$ cat src/rtl/scsi_seq_pkg.sv
// Shared FSM state encoding, host register map and status bit positions for the SCSI latch sequencer.
package scsi_seq_pkg;

  typedef enum logic [2:0] {
    IDLE,
    H2T_LATCH,
    T2H_LATCH,
    T2H_READY,
    ACK,
    ACK_DONE
  } state_t;

  localparam logic [1:0] ADDR_DATA   = 2'd0;
  localparam logic [1:0] ADDR_STATUS = 2'd1;
  localparam logic [1:0] ADDR_SELECT = 2'd2;
  localparam logic [1:0] ADDR_IRQEN  = 2'd3;

  localparam int unsigned ST_CD      = 7;
  localparam int unsigned ST_IO      = 6;
  localparam int unsigned ST_REQ     = 5;
  localparam int unsigned ST_IRQ     = 4;
  localparam int unsigned ST_TIMEOUT = 3;
  localparam int unsigned ST_BSY     = 1;
  localparam int unsigned ST_MSG     = 0;

endpackage

$ cat src/rtl/scsi_latch_sequencer_sync_bit.sv
// Single-bit synchroniser: STAGES flops with a configurable reset value.
module sync_bit #(
  parameter int unsigned STAGES    = 2,
  parameter logic        RESET_VAL = 1'b0
) (
  input  logic clk,
  input  logic rst_n,
  input  logic d,
  output logic q
);

  logic [STAGES-1:0] chain;

  always_ff @(posedge clk) begin
    if (!rst_n) chain <= {STAGES{RESET_VAL}};
    else        chain <= {chain[STAGES-2:0], d};
  end

  assign q = chain[STAGES-1];

endmodule

$ cat src/rtl/scsi_latch_sequencer.sv
// Latch/handshake sequencer between BBC host bus and SCSI target emulator.
// Optional ACK watchdog enabled by defining BUS_TIMEOUT_EN (adds ACK_TIMEOUT parameter).
module scsi_latch_sequencer
  import scsi_seq_pkg::*;
#(
  parameter int unsigned LE_WIDTH    = 2,
  parameter int unsigned SYNC_STAGES = 2
`ifdef BUS_TIMEOUT_EN
  ,
  parameter int unsigned ACK_TIMEOUT = 255
`endif
) (
  input  logic       CLK,
  input  logic       nRESET,
  input  logic       host_wr,
  input  logic       host_rd,
  input  logic [1:0] host_addr,
  input  logic       host_din0,
  input  logic       t_nreq,
  input  logic       t_io,
  input  logic       t_cd,
  input  logic       t_msg,
  input  logic       t_nbsy,
  output logic       le_h2t,
  output logic       le_t2h,
  output logic       nack,
  output logic       nsel,
  output logic [7:0] status,
  output logic       irq
);

  localparam logic [3:0] LE_LAST = 4'(LE_WIDTH - 1);

  logic nreq_s, nbsy_s, io, cd, msg;
  logic req, bsy;
  logic irq_en, timeout;
  logic [3:0] cnt;
  state_t state;

  // Active-low target lines reset high so req/bsy come out of reset inactive.
  sync_bit #(.STAGES(SYNC_STAGES), .RESET_VAL(1'b1)) u_sync_req (.clk(CLK), .rst_n(nRESET), .d(t_nreq), .q(nreq_s));
  sync_bit #(.STAGES(SYNC_STAGES), .RESET_VAL(1'b0)) u_sync_io  (.clk(CLK), .rst_n(nRESET), .d(t_io),   .q(io));
  sync_bit #(.STAGES(SYNC_STAGES), .RESET_VAL(1'b0)) u_sync_cd  (.clk(CLK), .rst_n(nRESET), .d(t_cd),   .q(cd));
  sync_bit #(.STAGES(SYNC_STAGES), .RESET_VAL(1'b0)) u_sync_msg (.clk(CLK), .rst_n(nRESET), .d(t_msg),  .q(msg));
  sync_bit #(.STAGES(SYNC_STAGES), .RESET_VAL(1'b1)) u_sync_bsy (.clk(CLK), .rst_n(nRESET), .d(t_nbsy), .q(nbsy_s));

  assign req = ~nreq_s;
  assign bsy = ~nbsy_s;

  logic data_wr, data_rd, status_rd, select_wr, irqen_wr;
  assign data_wr   = host_wr && (host_addr == ADDR_DATA);
  assign data_rd   = host_rd && (host_addr == ADDR_DATA);
  assign status_rd = host_rd && (host_addr == ADDR_STATUS);
  assign select_wr = host_wr && (host_addr == ADDR_SELECT);
  assign irqen_wr  = host_wr && (host_addr == ADDR_IRQEN);

`ifdef BUS_TIMEOUT_EN
  localparam logic [7:0] TO_LAST = 8'(ACK_TIMEOUT - 1);
  logic [7:0] tcnt;
`else
  logic unused_status_rd;
  assign unused_status_rd = status_rd;
  assign timeout = 1'b0;
`endif

  always_ff @(posedge CLK) begin
    if (!nRESET) begin
      state  <= IDLE;
      le_h2t <= 1'b0;
      le_t2h <= 1'b0;
      nack   <= 1'b1;
      cnt    <= '0;
`ifdef BUS_TIMEOUT_EN
      tcnt    <= '0;
      timeout <= 1'b0;
`endif
    end else begin
`ifdef BUS_TIMEOUT_EN
      // Holding the watchdog at zero outside ACK gives the clear-on-entry behaviour.
      if (state != ACK) tcnt <= '0;
      if (status_rd) timeout <= 1'b0;
`endif
      case (state)
        IDLE: begin
          if (data_wr) begin
            state  <= H2T_LATCH;
            le_h2t <= 1'b1;
            cnt    <= LE_LAST;
          end else if (req && io) begin
            state  <= T2H_LATCH;
            le_t2h <= 1'b1;
            cnt    <= LE_LAST;
          end
        end
        H2T_LATCH: begin
          if (cnt == '0) begin
            le_h2t <= 1'b0;
            if (req && !io) begin
              state <= ACK;
              nack  <= 1'b0;
            end else begin
              state <= IDLE;
            end
          end else begin
            cnt <= cnt - 4'd1;
          end
        end
        T2H_LATCH: begin
          if (cnt == '0) begin
            le_t2h <= 1'b0;
            state  <= T2H_READY;
          end else begin
            cnt <= cnt - 4'd1;
          end
        end
        T2H_READY: begin
          if (!req) begin
            state <= IDLE;
          end else if (data_rd) begin
            state <= ACK;
            nack  <= 1'b0;
          end
        end
        ACK: begin
          if (!req) begin
            state <= ACK_DONE;
            nack  <= 1'b1;
          end
`ifdef BUS_TIMEOUT_EN
          else if (tcnt == TO_LAST) begin
            state   <= ACK_DONE;
            nack    <= 1'b1;
            timeout <= 1'b1;
          end else begin
            tcnt <= tcnt + 8'd1;
          end
`endif
        end
        ACK_DONE: state <= IDLE;
        default: begin
          state  <= IDLE;
          le_h2t <= 1'b0;
          le_t2h <= 1'b0;
          nack   <= 1'b1;
        end
      endcase
    end
  end

  // Select drops once the target answers with BSY; a select write during BSY is ignored.
  always_ff @(posedge CLK) begin
    if (!nRESET) begin
      nsel   <= 1'b1;
      irq_en <= 1'b0;
      irq    <= 1'b0;
    end else begin
      if (bsy)            nsel <= 1'b1;
      else if (select_wr) nsel <= 1'b0;
      if (irqen_wr) irq_en <= host_din0;
      irq <= irq_en && req;
    end
  end

  always_comb begin
    status             = '0;
    status[ST_CD]      = cd;
    status[ST_IO]      = io;
    status[ST_REQ]     = req;
    status[ST_IRQ]     = irq;
    status[ST_TIMEOUT] = timeout;
    status[ST_BSY]     = bsy;
    status[ST_MSG]     = msg;
  end

endmodule

$ cat config.mk
export PLATFORM = sky130hd
export DESIGN_NAME = scsi_latch_sequencer
export DESIGN_NICKNAME = d
export VERILOG_FILES = /design/src/rtl/scsi_seq_pkg.sv /design/src/rtl/scsi_latch_sequencer_sync_bit.sv /design/src/rtl/scsi_latch_sequencer.sv
export SDC_FILE = /design/constraint.sdc
export NUM_CORES = 1
export LEC_CHECK = 0
export ABC_CLOCK_PERIOD_IN_PS = 3100
export CAP_MARGIN = 15
export CORE_MARGIN = 1.5
export CORE_UTILIZATION = 50
export CTS_CLUSTER_DIAMETER = 100
export CTS_CLUSTER_SIZE = 16
export DETAILED_ROUTE_END_ITERATION = 8
export DONT_BUFFER_PORTS = 1
export GPL_ROUTABILITY_DRIVEN = 0
export GPL_TIMING_DRIVEN = 1
export PLACE_DENSITY = 0.62
export SLEW_MARGIN = 20
export SYNTH_ARGS = -nofsm -noshare
export SYNTH_HDL_FRONTEND = slang
export SYNTH_HIERARCHICAL = 1
export SYNTH_SLANG_ARGS = --single-unit
$ cat constraint.sdc
create_clock -name CLK -period 3.1 [get_ports CLK]
set_input_delay 0.62 -clock CLK [delete_from_list [all_inputs] [get_ports CLK]]
set_output_delay 0.62 -clock CLK [all_outputs]
set_load 0.1 [all_outputs]
Word-level counts from Yosys, hierarchy flattened:

Index checks and enable logic that the tools add are counted.

* latch bits: 0
* output and inout port bits: 13
* memories: 0
* bits in read-only memories: 0
* flip-flop bits (word level): 23
* RAM bits: 0
* word-level logic and storage cells: 85
* input port bits: 12

* add/subtract/negate cells: 1
* shifts and indexed selects: 0
* divide/modulo/power cells: 0
* eq/ne operators: 19
* $lt $le $gt $ge: 0
* multiplexer cells: 25
* multipliers: 0
* bitwise logic cells: 5
* reductions and logical operators: 22

Operators with widths (count)
* two-way mux 3 bit: 8
* inequality test 2 bit (second input constant): 9
* one-hot mux 3 bit (5 select lines): 1
* two-way mux 4 bit: 3
* two-way mux 1 bit: 9
* one-hot mux 4 bit (2 select lines): 1
* OR reduction 4 bit: 2
* logical AND 1 bit: 7
* == test 3 x 2 -> 1 bit (second input constant): 2
* == test 3 bit (second input constant): 2
* one-hot mux 1 bit (3 select lines): 2
* AND reduction 3 bit: 2
* AND reduction 6 bit: 1
* inverter 1 bit: 5
* AND reduction 5 bit: 1
* == test 2 bit (second input constant): 2
* zero test 4 bit: 1
* one-hot mux 1 bit (4 select lines): 1
* AND reduction 4 bit: 1
* subtractor 4 x 1 -> 4 bit (second input constant): 1
* == test 3 x 1 -> 1 bit (second input constant): 1
* zero test 3 bit: 1
* inequality test 3 x 2 -> 1 bit (second input constant): 1
* inequality test 3 bit (second input constant): 1
* other kinds (7): 7

Depth between registers and ports, before layout:

Gate-level depths: netlist of run 1.

* depth after elaboration: 5
* gate-level depth with buffers: 7
* gate-level depth less buffers: 6

By module:

Netlist of run 1, hierarchy kept.

By module, submodules not included
* scsi_latch_sequencer: seq. area each 260.2 sq um, times used 1, area an instance 829.5 sq um, cells each 105
* sync_bit: seq. area each 40.0 sq um, times used 5, area an instance 52.6 sq um, cells each 4

Worst setup path after synthesis of run 1:

No wires, ideal clock.

* path type: register to output
* start point: register irq
* end point: output status[4]
* setup slack: 1.124 ns
* arrival: 1.356 ns
* cell stages (with the launch flop): 2
* data required time: 2.480 ns
* path buffers: 1
* cells stage by stage: dfxtp_1 buf_4

RTL lines
* start: declaration: RTL line scsi_latch_sequencer.sv:29 `output logic irq`
* start signal: assignment: RTL line scsi_latch_sequencer.sv:160 `irq <= irq_en && req;`
* end: declaration: RTL line scsi_latch_sequencer.sv:28 `output logic [7:0] status,`

No word-level cell between the ends.

Final worst setup path of run 1:

* start point: register u_sync_io.chain[1]
* end point: register cnt[3]

* cells in the longest elaborated chain, start to end: 3

Ends and longest elaborated chain
* start: declaration: RTL line scsi_latch_sequencer_sync_bit.sv:12 `logic [STAGES-1:0] chain;`
* start signal: assignment: RTL line scsi_latch_sequencer_sync_bit.sv:15 `if (!rst_n) chain <= {STAGES{RESET_VAL}};`
* start signal: assignment: RTL line scsi_latch_sequencer_sync_bit.sv:16 `else chain <= {chain[STAGES-2:0], d};`
* logical AND 1 bit: RTL line scsi_latch_sequencer.sv:89 `end else if (req && io) begin`
* inequality test 3 bit (no line)
* AND reduction 3 bit (no line)
* end signal: assignment: RTL line scsi_latch_sequencer.sv:105 `cnt <= cnt - 4'd1;`
* end signal: assignment: RTL line scsi_latch_sequencer.sv:113 `cnt <= cnt - 4'd1;`
* end: declaration: RTL line scsi_latch_sequencer.sv:37 `logic [3:0] cnt;`

Every way passes these cells.
A chain may end at the register's enable or synchronous reset.

==> impl_metrics.toml, run 1 <==
[status]
status = "completed"

[setup_path]
critPathLaunchType = "flop"
cpPeakStageDelay_ns = 1.04
critPathRequiredTime_ns = 3.36
cp-end-kind = "flop"
cp_data_arrival_time_ns = 2.30
crit_type = "flop to flop"
critical-path-slowest-cell = "dfxtp_1"
path_max_fanout = 5
crit_family = "flip-flops"
crit_chain = "nor2b_1, o21ai_0, a21boi_0, o2bb2ai_1"
path_buf_inv = 0

[clock_tree]
cts_setup_buffers = 0
hold_buffers = 0
cts_root_buffer = "clkbuf_4"
cts_buffer_depth = 2
clock_sinks = 23
cts_tree = "built"
clk_latency_ns = 0.31
ctsHtreeMaxLevel = 1
clkTransAtPathRegs_ns = 0.13
post_cts_resized = 0
cts_buffers = 3

[route]
first_pass_iters = 4
drc = 0
drt_wl_total_um = 1998
drt_iter0_drc = 21
ant_nets = 0
viasPerCell = 5.799
vias = 835
routedWlPerCell_um = 13.88

[floorplan]
die_x_um = 49.74
initial_core_util = 0.5456
die_y_um = 49.74
io_pins = 25
die-area_um2 = 2474
row_count = 16
core_area_um2 = 2002

[power]
peakVddDrop_mv = 0.3491
p_sw_uw = 162.9
pwr-share-seq = 0.634
power.leakage_nw = 0.3957
clkPwrFrac = 0.260
pwr-share-comb = 0.106
pwr_density_cell_nw_per_um2 = 497.2
p_int_uw = 373.4
p_sw_frac = 0.3037

[grt]
grt_pass1_wl_um = 3236
gr-total-overflow = 0
antenna_found_initial = 0
grt_max_degree = 20
track_usage = 0.1681
grt_pass1_vias = 750

[cells_and_area]
area_growth_pct = -1.260
fin_nets = 132
n_antenna_cell = 0
drive_above_1_share = 0.06838
final_area_um2 = 1079

[logic_synthesis]
seq_area_frac_synth = 0.4215
syn_inst = 125
async_flop_share = 0
avgSynthCellArea_um2 = 8.738
synth-edff-count = 0
ys_seq_elements = 23
netlist_area_um2 = 1092
yosys_warnings = 6
synthFlopType = "dfxtp_1"
synth_cell_types = 43

[timing]
worstMarginPinSlew_ns = 1.047
final-setup-viol-count = 0
drv_slew = 0
maxSlewHeadroom = 0.3009
timing.fmax_ghz = 0.4882
rsz0062_at_grt = "no"
setup_tns_ns = 0
setup_slack_ns = 1.052
hold_viol = 0
period_share = 0.6607
finClkSkew_ns = 0.002543
finalCriticalPeriod_ns = 2.048

[place]
place_ws_ns = 1.105
dpl_cell_area_um2 = 1051
portBuffers = 0
dp_hpwl_um = 1378

[run]
cap_violations = 0

[min_path]
hp-class = "primary input to flop"
-- final cells by class --
class                           count  area, um^2
Inverter                            8       30.03
Tap cell                           27       33.78
Multi-Input combinational cell     82       525.5
Clock buffer                        3       22.52
Sequential cell                    23       461.7
Fill cell                         202       923.4
Clock inverter                      1       5.005
-- path summary, 6_finish.rpt --
path	start	to	slack, ns	cells after the start
worst max-delay path	u_sync_io/chain[1]	cnt[3]	1.05	4
worst min-delay path	nRESET	u_sync_req/chain[0]	0.37	1
worst max register to register	u_sync_io/chain[1]	cnt[3]	1.05	4
worst min register to register	u_sync_req/chain[0]	u_sync_req/chain[1]	0.42	1
-- routing by layer --
metal,part of all wire,wire [um],GRT usage,vias to the layer above
met5,0,0,0,-
met4,0.011,21,0.05556,0
met3,0.068,135,0.03939,4
met2,0.47,937,0.2756,37
met1,0.45,904,0.2169,379
li1,-,-,-,415
-- stage by stage --
stage | total power, mW | hold WS, ns | instances | util
6_report | 0.5363 | 0.3726 | 144 | 0.5388
5_1_grt | 0.5578 | 0.3532 | 144 | 0.5388
4_1_cts | 0.5402 | 0.3701 | 144 | 0.5388
3_5_place_dp | 0.4035 | 0.3914 | 140 | 0.5250
3_3_place_gp | 0.4028 | 0.3714 | 140 | 0.5250
2_1_floorplan | 0.4024 | 0.3679 | 126 | -
-- power groups by stage --
| stage | combinational (mW) | clock [mW] | sequential (mW) |
|---|---|---|---|
| 2_1_floorplan | 0.0711 | 0 | 0.331 |
| 3_3_place_gp | 0.0562 | 0 | 0.347 |
| 3_5_place_dp | 0.0567 | 0 | 0.347 |
| 4_1_cts | 0.0572 | 0.143 | 0.340 |
| 5_1_grt | 0.0623 | 0.154 | 0.342 |
| 6_report | 0.0571 | 0.139 | 0.340 |
-- cells in the mapped netlist (all sizes together), types with 3 or more instances --
| library cell | n | area, um^2 |
|---|---|---|
| nor2 | 6 | 22.52 |
| clkbuf | 4 | 15.01 |
| nor3b | 3 | 22.52 |
| buf | 9 | 65.06 |
| dfxtp | 23 | 460.4 |
| o21ai | 4 | 20.02 |
| nor3 | 5 | 25.02 |
| inv | 8 | 30.03 |
| and2 | 6 | 37.54 |
| nand3 | 3 | 15.01 |
| nand2 | 6 | 22.52 |
| a21oi | 7 | 35.03 |
| nand2b | 5 | 31.28 |
-- registers in the layout (all words and copies together) (netlist names) --
signal	flops
u_sync_bsy/chain	2
le_t2h	1
u_sync_req/chain	2
u_sync_cd/chain	2
irq	1
u_sync_msg/chain	2
u_sync_io/chain	2
irq_en	1
le_h2t	1
nsel	1
cnt	4
nack	1
state	3
-- cell usage in the layout, fill, tap and decap left out, types with 2 or more instances in the layout --
cell	n
a21oi_1	7
and2_1	6
and3_1	2
clkbuf_4	3
conb_1	2
dfxtp_1	22
ha_1	2
inv_1	8
nand2_1	6
nand2b_1	5
nand3_1	3
nor2_1	6
nor3_1	5
nor3b_1	3
nor4b_1	2
o21a_1	2
o21ai_0	4
o22ai_1	2
o31ai_1	2
or3_1	2
-- cells by family after synthesis --
family | Yosys count | synth area share
mux | 1 | 0.009164
fa+ha+maj | 2 | 0.02291
xor+xnor | 1 | 0.008020
flops | 23 | 0.4215
compound gates | 29 | 0.1810
buf+inv | 21 | 0.1008
other cells | 1 | 0.003433
simple gates | 47 | 0.2532
Power figures use the tool's default switching activity.
==> run 2: changes to the inputs <==
ABC_CLOCK_PERIOD_IN_PS = 1800   (was 3100)
PLACE_DENSITY = 0.65   (was 0.62)
clock period = 1.8 ns   (was 3.1 ns; I/O delays follow)
==> run 2 against run 1 <==
Compared with the run above:
- the flow now finishes with violations (negative setup slack)
- sequential power increased by 58%
- final cell count increased by 13%
- clock power increased by 62%
- sequential share of layout area decreased by 6.5 points
- die area unchanged
- non-clock buffer count increased by 18
- critical path depth increased by 2
- via count increased by 4.4%
==> impl_metrics.toml, run 2 (synthesis gave the netlist of run 1 again) <==
[timing]
worstMarginPinSlew_ns = 0.6419
maxSlewHeadroom = 0.5708
timing.fmax_ghz = 0.5521
setup_slack_ns = -0.01128
final-setup-viol-count = 1
period_share = 1.006
finClkSkew_ns = 0.002133
drv_slew = 0
finalCriticalPeriod_ns = 1.811
rsz0062_at_grt = "yes"
hold_viol = 0

[cells_and_area]
fin_cells = 162
area_growth_pct = 17.07
drive_above_1_share = 0.2667
top_register = "cnt"
final_cell_mix = "20 x dfxtp_1, 17 x buf_4, 7 x a21oi_1"
final_area_um2 = 1279
reg_top3 = "cnt x4, state x3"
largest_reg_flops = 4
n_antenna_cell = 0
fin_nets = 150
layout.cells.most_common = "dfxtp_1"

[clock_tree]
cts_root_buffer = "clkbuf_4"
cts_tree = "built"
hold_buffers = 0
clkTransAtPathRegs_ns = 0.12
cts_buffers = 3
clock_sinks = 23
clk_latency_ns = 0.29
ctsHtreeMaxLevel = 1
cts_buffer_depth = 2

[floorplan]
die_x_um = 49.74
initial_core_util = 0.5456
die_y_um = 49.74
io_pins = 25
die-area_um2 = 2474
core_area_um2 = 2002
row_count = 16

[setup_path]
cp-end-kind = "flop"
cp_data_arrival_time_ns = 2.04
path_max_fanout = 3
critPathRequiredTime_ns = 2.03
cpPeakStageDelay_ns = 0.53
critPathLaunchType = "flop"
crit_type = "flop to flop"
crit_chain = "inv_2, ha_4, nor3b_4, or3_1, or4b_4, o22ai_2"
critical-path-slowest-cell = "or4b_4"

[route]
drc = 0
routedWlPerCell_um = 13.46
first_pass_iters = 4
viasPerCell = 5.383
ant_nets = 0
drt_iter0_drc = 18
vias = 872
drt_wl_total_um = 2181

[status]
violations = "negative setup slack"
status = "finished, violations left"

[place]
placed_cells = 155
portBuffers = 0
dpl_cell_area_um2 = 1177
dp_hpwl_um = 1546

[power]
p_sw_frac = 0.2910
pwr-share-seq = 0.570
clkPwrFrac = 0.238
p_sw_uw = 274.3
pwr-share-comb = 0.192
pwr_density_cell_nw_per_um2 = 737.3
peakVddDrop_mv = 0.5486
p_int_uw = 668.5
power.leakage_nw = 0.5056

[grt]
gr-total-overflow = 0
track_usage = 0.1775
grt_pass1_vias = 822
grt_pass1_wl_um = 3477
antenna_found_initial = 0
grt_max_degree = 20

[run]
cap_violations = 0

[min_path]
hp-class = "primary input to flop"
## run 2: final timing paths
kind | startpoint | endpoint | slack [ns] | cells after the start
max | cnt[1] | cnt[2] | -0.01 | 6
min | nRESET | u_sync_bsy/chain[0] | 0.13 | 1
max reg2reg | cnt[1] | cnt[2] | -0.01 | 6
min reg2reg | u_sync_bsy/chain[1] | nsel | 0.41 | 1
## run 2: routing by layer
metal  GRT usage  routed length [um]  up-vias
li1            -                   -      448
met1      0.2352                1042      403
met2      0.3022                1039       19
met3     0.02121                  86        2
met4     0.05093                  12        0
met5           0                   0        -
## run 2: critical path, delay by kind of cell (launching register included)
kind / cells / cell delay (ns)
buf+inv: 1 / 0.05
simple gates: 3 / 1.00
fa+ha+maj: 1 / 0.15
compound gates: 1 / 0.18
flops: 1 / 0.36
## run 2: layout make-up
class                           instances  area [um^2]
Clock buffer                            3        22.52
Clock inverter                          1        5.005
Fill cell                             175        723.2
Inverter                                8        30.03
Multi-Input combinational cell         82        575.6
Sequential cell                        23        464.2
Tap cell                               27        33.78
Timing Repair Buffer                   18        147.6
## run 2: timing repair
item	in CTS	in global routing
setup endpoints to repair	2	6
setup buffers	1	2
resized for setup	1	11
pin swaps	0	4
cloned	0	0
## run 2: power groups by stage
stage                     Sequential [mW]  Clock (mW)  Combinational, mW
after global placement              0.548           0              0.162
after detailed placement            0.550           0              0.163
final                               0.537       0.225              0.181
after floorplan                     0.571           0              0.123
after global routing                0.540       0.263              0.192
after CTS                           0.537       0.236              0.167
## run 2: metrics by stage
stage | setup TNS, ns | worst slack, ns | hold slack, ns | util | power [mW]
2_1_floorplan | -0.03551 | -0.03551 | 0.3679 | - | 0.6939
3_3_place_gp | 0 | 0.04265 | 0.3767 | 0.5881 | 0.7101
3_5_place_dp | 0 | 0.008379 | 0.3889 | 0.5881 | 0.7130
4_1_cts | 0 | 0.005494 | 0.1212 | 0.6063 | 0.9401
5_1_grt | -0.3256 | -0.08899 | 0.1001 | 0.6388 | 0.9948
6_report | -0.01128 | -0.01128 | 0.1297 | 0.6388 | 0.9428
==> run 3: changes to the inputs <==
SKIP_LAST_GASP = 1   (was default)
==> run 3 against run 2 <==
Compared with the run above:
- the run still ends with negative setup slack left
- largest cell class unchanged
- register-to-register slack is essentially flat
- sequential share of layout area grew 0.25 points
- via count grew 2.4%
==> impl_metrics.toml, run 3 (synthesis gave the netlist of run 1 again) <==
[timing]
setup_tns_ns = -0.003155
maxSlewHeadroom = 0.5658
worstMarginPinSlew_ns = 0.6445
period_share = 1.002
setup_slack_ns = -0.003155
timing.hold.ws_ns = 0.1304
drv_slew = 0
hold_viol = 0
finalCriticalPeriod_ns = 1.803
rsz0062_at_grt = "yes"
timing.fmax_ghz = 0.5546
final-setup-viol-count = 1
finClkSkew_ns = 0.001135

[grt]
antenna_found_initial = 0
grt_pass1_vias = 822
use_met1 = 0.2352
top_usage_layer = "met2"
grt_max_degree = 20
met2_usage = 0.3022
grt_pass1_wl_um = 3477
grtUsageMet3 = 0.02121
gr-total-overflow = 0
track_usage = 0.1775

[route]
first_pass_iters = 4
drt_iter0_drc = 16
drt_wl_total_um = 2115
routedWlPerCell_um = 13.06
vias = 893
ant_nets = 0
viasPerCell = 5.512
drc = 0

[place]
placed_cells = 155
portBuffers = 0
dp_hpwl_um = 1546

[power]
clkPwrFrac = 0.238
peakVddDrop_mv = 0.5453
p_sw_uw = 272.1
pwr-share-comb = 0.191
pwr-share-seq = 0.572
power.leakage_nw = 0.5021
p_int_uw = 668.3
p_sw_frac = 0.2893
pwr_density_cell_nw_per_um2 = 740.5

[floorplan]
die-area_um2 = 2474
io_pins = 25
core_area_um2 = 2002
initial_core_util = 0.5456
die_y_um = 49.74
row_count = 16
die_x_um = 49.74

[setup_path]
cp_data_arrival_time_ns = 2.03
reg2regPathDepth = 6
r2r_start = "cnt[1]"
critPathRequiredTime_ns = 2.03
crit_type = "flop to flop"
path_max_fanout = 3
cp-end-kind = "flop"
critPathLaunchType = "flop"
rrSetupSlack_ns = -0.003
r2r-end = "cnt[2]"
startpoint = "cnt[1]"
cp-endpoint = "cnt[2]"

[clock_tree]
cts_tree = "built"
cts_buffer_depth = 2
ctsHtreeMaxLevel = 1
clock_sinks = 23
clkTransAtPathRegs_ns = 0.12
hold_buffers = 0
cts_root_buffer = "clkbuf_4"
clk_latency_ns = 0.29
cts_buffers = 3

[cells_and_area]
n_antenna_cell = 0
area_growth_pct = 16.27
fin_nets = 150
layout.cells.most_common = "dfxtp_1"
top_register = "cnt"
reg_top3 = "cnt x4, state x3"
fin_cells = 162
final_cell_mix = "20 x dfxtp_1, 17 x buf_4, 7 x a21oi_1"
drive_above_1_share = 0.2667
largest_reg_flops = 4
final_util = 0.6344

[run]
cap_violations = 0

[status]
status = "finished, violations left"
violations = "negative setup slack"

[min_path]
hp-class = "primary input to flop"
min_path_cells = 1
==> run 3: cell type report <==
cell class              instances  area (um^2)
multi-input cells              82        566.8
repair buffers                 18        147.6
fillers                       178        732.0
clock buffers                   3        22.52
inverters                       8        30.03
flip-flops and latches         23        464.2
well taps                      27        33.78
clock inverters                 1        5.005
==> run 3: routing by layer <==
metal	vias to the layer above	share of wire
met5	-	0
met4	0	0.0057
met2	19	0.49
li1	454	-
met1	418	0.47
met3	2	0.039
==> run 3: through the flow <==
stage	total power, mW	area (um^2)	setup slack, ns
floorplan	0.6939	1104	-0.03551
global placement	0.7101	1177	0.04265
CTS	0.9401	1214	0.005494
finish	0.9405	1270	-0.003155
global route	0.9941	1270	-0.06679
detailed placement	0.7130	1177	0.008379
==> run 3: worst max-delay path: stages, from the launching register on <==
cell     delay [ns]
dfxtp_2        0.36
inv_2          0.05
ha_4           0.15
nor3b_4        0.14
or3_1          0.33
or4b_4         0.53
o22ai_2        0.17
==> run 3: what timing repair did <==
item | CTS | global route
gates resized for setup | 1 | 10
endpoints found under the setup margin | 2 | 6
pin swaps | 0 | 3
setup buffers | 1 | 2
==> run 3: worst min path at each step <==
stage | startpoint | end | slack (ns)
after floorplan | u_sync_bsy/chain[1] | nsel | 0.37
after global placement | u_sync_bsy/chain[1] | nsel | 0.38
after detailed placement | u_sync_bsy/chain[1] | nsel | 0.39
after CTS | nRESET | u_sync_bsy/chain[0] | 0.12
after global routing | nRESET | u_sync_bsy/chain[0] | 0.10
final | nRESET | u_sync_bsy/chain[0] | 0.13
==> run 3: power by group through the flow <==
stage / logic [mW] / registers (mW) / clock network [mW]
after detailed placement: 0.163 / 0.550 / 0
after CTS: 0.167 / 0.537 / 0.236
after floorplan: 0.123 / 0.571 / 0
after global placement: 0.162 / 0.548 / 0
final: 0.179 / 0.537 / 0.224
after global routing: 0.191 / 0.540 / 0.263
